--- config.mk ---
export PLATFORM = sky130hd
export DESIGN_NAME = cntr_timer_arb
export DESIGN_NICKNAME = d
export VERILOG_FILES = /design/src/rtl/cntr_timer_arb.sv
export SDC_FILE = /design/constraint.sdc
export NUM_CORES = 1
export LEC_CHECK = 0
export ABC_AREA = 1
export ABC_CLOCK_PERIOD_IN_PS = 5350
export CAP_MARGIN = 0
export CORE_MARGIN = 2
export CORE_UTILIZATION = 46
export CTS_CLUSTER_DIAMETER = 150
export DETAILED_ROUTE_END_ITERATION = 12
export PLACE_DENSITY = 0.85
export SLEW_MARGIN = 10
export SYNTH_ARGS = -nofsm -noshare
export SYNTH_HDL_FRONTEND = slang
export SYNTH_SLANG_ARGS = --single-unit
--- constraint.sdc ---
create_clock -name clk -period 5.35 [get_ports clk]
set_clock_uncertainty 0.05 [all_clocks]
set_input_delay 1.3375 -clock clk [delete_from_list [all_inputs] [get_ports clk]]
set_output_delay 1.3375 -clock clk [all_outputs]
set_load 0.05 [all_outputs]
--- src/rtl/cntr_timer_arb.sv ---
// Round-robin interval timer arbiter for two requesters sharing one free-running
// 4-bit counter; each grant enables the counter for len ticks, then pulses done.
module cntr_timer_arb (
  input  logic       clk,
  input  logic       rstn,
  input  logic [1:0] req,
  input  logic [3:0] len0,
  input  logic [3:0] len1,
  input  logic       tick,
  input  logic [3:0] count,
  output logic       cnt_en,
  output logic [1:0] gnt,
  output logic [1:0] done,
  output logic       busy,
  output logic [3:0] elapsed,
  output logic [1:0] state_dbg
);

  typedef enum logic [1:0] {
    IDLE = 2'd0,
    RUN  = 2'd1,
    FIN  = 2'd2
  } state_t;

  state_t     state_q, state_d;
  logic       ptr_q, ptr_d;
  logic [3:0] start_q, start_d;
  logic [3:0] len_q, len_d;
  logic [1:0] gnt_d, done_d;
  logic       win;
  logic       cur;

  // The granted requester is recoverable from the one-hot grant itself.
  assign cur       = gnt[1];
  assign elapsed   = count - start_q;
  assign busy      = (state_q != IDLE);
  assign cnt_en    = (state_q == RUN) && tick && (elapsed != len_q);
  assign state_dbg = state_q;

  always_comb begin
    win = 1'b0;
    if (req == 2'b11) win = ptr_q;
    else              win = req[1];
  end

  always_comb begin
    state_d = state_q;
    ptr_d   = ptr_q;
    start_d = start_q;
    len_d   = len_q;
    gnt_d   = gnt;
    done_d  = 2'b00;
    case (state_q)
      IDLE: begin
        if (|req) begin
          state_d = RUN;
          start_d = count;
          len_d   = win ? len1 : len0;
          gnt_d   = win ? 2'b10 : 2'b01;
        end
      end
      RUN: begin
        // A dropped request wins over completion in the same cycle.
        if (!req[cur]) begin
          state_d = IDLE;
          gnt_d   = 2'b00;
          ptr_d   = ~cur;
        end else if (elapsed == len_q) begin
          state_d = FIN;
          done_d  = gnt;
        end
      end
      FIN: begin
        state_d = IDLE;
        gnt_d   = 2'b00;
        ptr_d   = ~cur;
      end
      default: begin
        state_d = IDLE;
        gnt_d   = 2'b00;
      end
    endcase
  end

  always_ff @(posedge clk or negedge rstn) begin
    if (!rstn) begin
      state_q <= IDLE;
      ptr_q   <= 1'b0;
      start_q <= 4'd0;
      len_q   <= 4'd0;
      gnt     <= 2'b00;
      done    <= 2'b00;
    end else begin
      state_q <= state_d;
      ptr_q   <= ptr_d;
      start_q <= start_d;
      len_q   <= len_d;
      gnt     <= gnt_d;
      done    <= done_d;
    end
  end

endmodule

==> results of run 1 <==
-- worst min-delay path: stages (launching register included) --
cell	delay [ns]
dfrtp_1	0.37
nand2_1	0.05
o21ai_0	0.07
-- power by group through the flow --
stage	combinational, W	clock (W)	sequential [W]
6_report	0.000520	0.0000660	0.000194
5_1_grt	0.000566	0.0000737	0.000198
4_1_cts	0.000524	0.0000680	0.000193
3_5_place_dp	0.000520	0	0.000195
3_3_place_gp	0.000504	0	0.000192
2_1_floorplan	0.000339	0	0.000232
-- state kept, by name, summed over array words and instances (netlist names) --
name,cells
len_q,4
start_q,4
ptr_q,1
done,2
gnt,2
state_dbg,2
-- layout make-up --
type                    count  area share, %
well taps                  25           2.55
inverters                  23           7.03
clock inverters             1          0.408
flip-flops and latches     15           30.6
repair buffers             28           22.6
multi-input cells          77           35.0
clock buffers               3           1.83
-- cells in the mapped netlist, drive strengths merged --
cell,instances,area (um^2)
or2,2,12.5
nor2,7,31.3
ha,3,37.5
nand3b,1,7.51
o21ai,7,38.8
nand2,34,133
xnor2,1,8.76
fa,1,20.0
xor2,1,8.76
nand4,1,6.26
a22o,1,8.76
a21oi,3,30.0
o211ai,3,22.5
buf,1,7.51
inv,23,86.3
nand3,11,55.1
dfrtp,15,375
o221ai,1,8.76
-- routing by layer --
layer  vias to the layer above  global-route usage (%)  part of all wire [%]
met5                         -                       0                     0
met4                         0                    11.4                   2.1
met3                         5                    2.22                   2.5
met2                        17                    35.0                    53
met1                       376                    22.2                    43
li1                        430                       -                     -
-- through the flow --
stage | cells | hold WS [ns] | area [um^2] | util [%] | total power [W]
detailed placement | 168 | 0.448 | 1200 | 67.3 | 0.000715
global placement | 168 | 0.445 | 1200 | 67.3 | 0.000696
floorplan | 116 | 0.407 | 898 | - | 0.000571
finish | 172 | 0.477 | 1230 | 68.8 | 0.000780
global route | 172 | 0.521 | 1230 | 68.8 | 0.000838
CTS | 172 | 0.472 | 1230 | 68.8 | 0.000785
-- worst min path at each step --
stage	cells past startpoint	start	to	slack (ns)
floorplan	2	start_q[0]$_DFFE_PN0P_	start_q[0]$_DFFE_PN0P_	0.41
global placement	2	start_q[0]$_DFFE_PN0P_	start_q[0]$_DFFE_PN0P_	0.45
detailed placement	2	start_q[0]$_DFFE_PN0P_	start_q[0]$_DFFE_PN0P_	0.45
CTS	2	start_q[0]$_DFFE_PN0P_	start_q[0]$_DFFE_PN0P_	0.47
global route	2	len_q[1]$_DFFE_PN0P_	len_q[1]$_DFFE_PN0P_	0.52
finish	2	start_q[0]$_DFFE_PN0P_	start_q[0]$_DFFE_PN0P_	0.48
-- cell families after synthesis --
group           after synthesis
simple gates                 56
fa+ha+maj                     4
compound gates               15
buf+inv                      24
xor+xnor                      2
flops                        15
==> flow_metrics.py, run 1 <==
metrics = {
    "worst_setup_path": {
        "rrSetupSlack_ns": 3.39,
        "r2r_start": "start_q[0]$_DFFE_PN0P_",
        "worstReg2RegEnd": "state_dbg[0]$_DFFE_PN0P_",
        "arrival_ns": 3.47,
        "endpoint_kind": "output pin",
        "startpoint_type": "input port",
        "slowest_delay_ns": 0.69,
        "crit_start": "count[0]",
        "required_ns": 3.96,
        "r2r_cells": 9,
        "path_common_cell": "inv_1",
        "crit_cells": 9,
        "cp.buffers_inverters": 5,
        "crit_end": "elapsed[2]",
        "cp_slowest_cell": "clkdlybuf4s50_1",
        "path_delay_family": "buffers and inverters",
        "crit_type": "in2out",
        "worstPathMaxFanout": 2,
        "path_cells": "clkdlybuf4s50_1 -> inv_1 -> ha_1 -> inv_1 -> fa_1 -> or2_1 -> nand2_1 -> inv_1 -> clkdlybuf4s50_1",
    },
    "floorplan": {
        "die_width_um": 48.2,
        "die-area_um2": 2320,
        "die_h_um": 48.2,
        "io_pins": 29,
        "core_um2": 1780,
        "start_util_pct": 50.4,
        "row_count": 15,
    },
    "global_route": {
        "grt_overflow_total": 0,
        "grt_pass1_wl_um": 3080,
        "antenna_found_initial": 0,
        "grt_max_degree": 16,
        "track_usage_pct": 19.6,
        "grt_pass1_vias": 740,
    },
    "sta": {
        "slew_headroom_pct": 53.2,
        "rsz0062_at_grt": "no",
        "timing.fmax_mhz": 206,
        "tightest_slew_ns": 0.699,
        "setup_tns_ns": 0,
        "fin_crit_sh_pct": 90.8,
        "setup-violations-final": 0,
        "fin_ws_ns": 0.491,
        "final_hold_viol_count": 0,
        "fin_crit_ns": 4.86,
        "final_max_slew_viol_count": 0,
    },
    "clocking": {
        "cts_buffers": 3,
        "clk_pin_slew_ns": 0.09,
        "cts_setup_buffers": 0,
        "clk_latency_ns": 0.29,
        "htree_num_levels": 1,
        "ctsResizeCount": 0,
        "root_buffer": "clkbuf_4",
        "clockBufferDepth": 2,
        "cts_hold_buf": 0,
        "cts_tree": "done",
        "cts_sinks": 15,
    },
    "cells_and_area": {
        "regArea_um2": 375,
        "fillers": 153,
        "final_common_cell": "nand2_1",
        "finish.net_count": 169,
        "layout-drive-gt1-share_pct": 10.2,
        "layout_common_cells": "nand2_1, clkdlybuf4s50_1, inv_1",
        "syn_to_final_growth_pct": 36.6,
        "diodes": 0,
        "multi_input_area_um2": 429,
    },
    "yosys": {
        "postSynthAreaPerCell_um2": 7.74,
        "syn_inst": 116,
        "syn_nets": 137,
        "yosysWarnings": 0,
        "synth_area_um2": 898,
        "synth_cell_types": 25,
        "synth-xor-area-share_pct": 1.95,
        "synth_top_family_by_area": "simple AND/OR/NAND/NOR gates",
        "synthAdderAreaFrac_pct": 6.41,
        "ys_seq_area_share_pct": 41.8,
        "synth_compound_area_share_pct": 12.1,
        "synth_simple_gate_area_share_pct": 27.3,
        "ys_ff_latch": 15,
        "synth.area.mux_share_pct": 0,
    },
    "pwr": {
        "p_leak_nw": 0.617,
        "peakVddDrop_uv": 359,
        "power.switching_w": 0.000413,
        "power_frac_clock_pct": 8.5,
        "combPwrFrac_pct": 66.7,
        "power_frac_seq_pct": 24.8,
        "switching_share_pct": 53.0,
        "internal_power_w": 0.000366,
        "p_per_area_nw_per_um2": 635,
    },
    "place": {
        "place_congestion": 0.784,
        "hpwl_um": 1600,
        "pre_cts_ws_ns": 0.469,
        "port_buffers": 28,
    },
    "detailed_routing": {
        "vias": 828,
        "wire_per_inst_um": 11.5,
        "drt-total-wl_um": 1970,
        "route.detailed.drc": 0,
        "viasPerCell": 4.81,
        "drt_iter0_drc": 14,
        "drtPass1Iterations": 4,
        "drt.antenna.violating_nets": 0,
    },
    "job": {
        "drv_cap": 0,
    },
    "min_path": {
        "worstHoldPathType": "reg2reg",
    },
    "status": {
        "status": "completed",
    },
}
(Power assumes the default switching activity.)
==> inputs of run 2 (changes only) <==
Settings changed: ABC_CLOCK_PERIOD_IN_PS 5350 to 5660, TNS_END_PERCENT set to 5.
Clock period 5.35 ns to 5.66 ns, I/O delays scaled along.
==> results of run 2 <==
The final DEF is identical to that of run 1. Status: completed.
Among the figures that moved: setup slack after placement 0.469 ns -> 0.624 ns; setup slack after layout 0.491 ns -> 0.646 ns; register-to-register setup slack 3.39 ns -> 3.70 ns; total power 0.000780 W -> 0.000737 W; worst IR drop on VDD 359 uV -> 339 uV
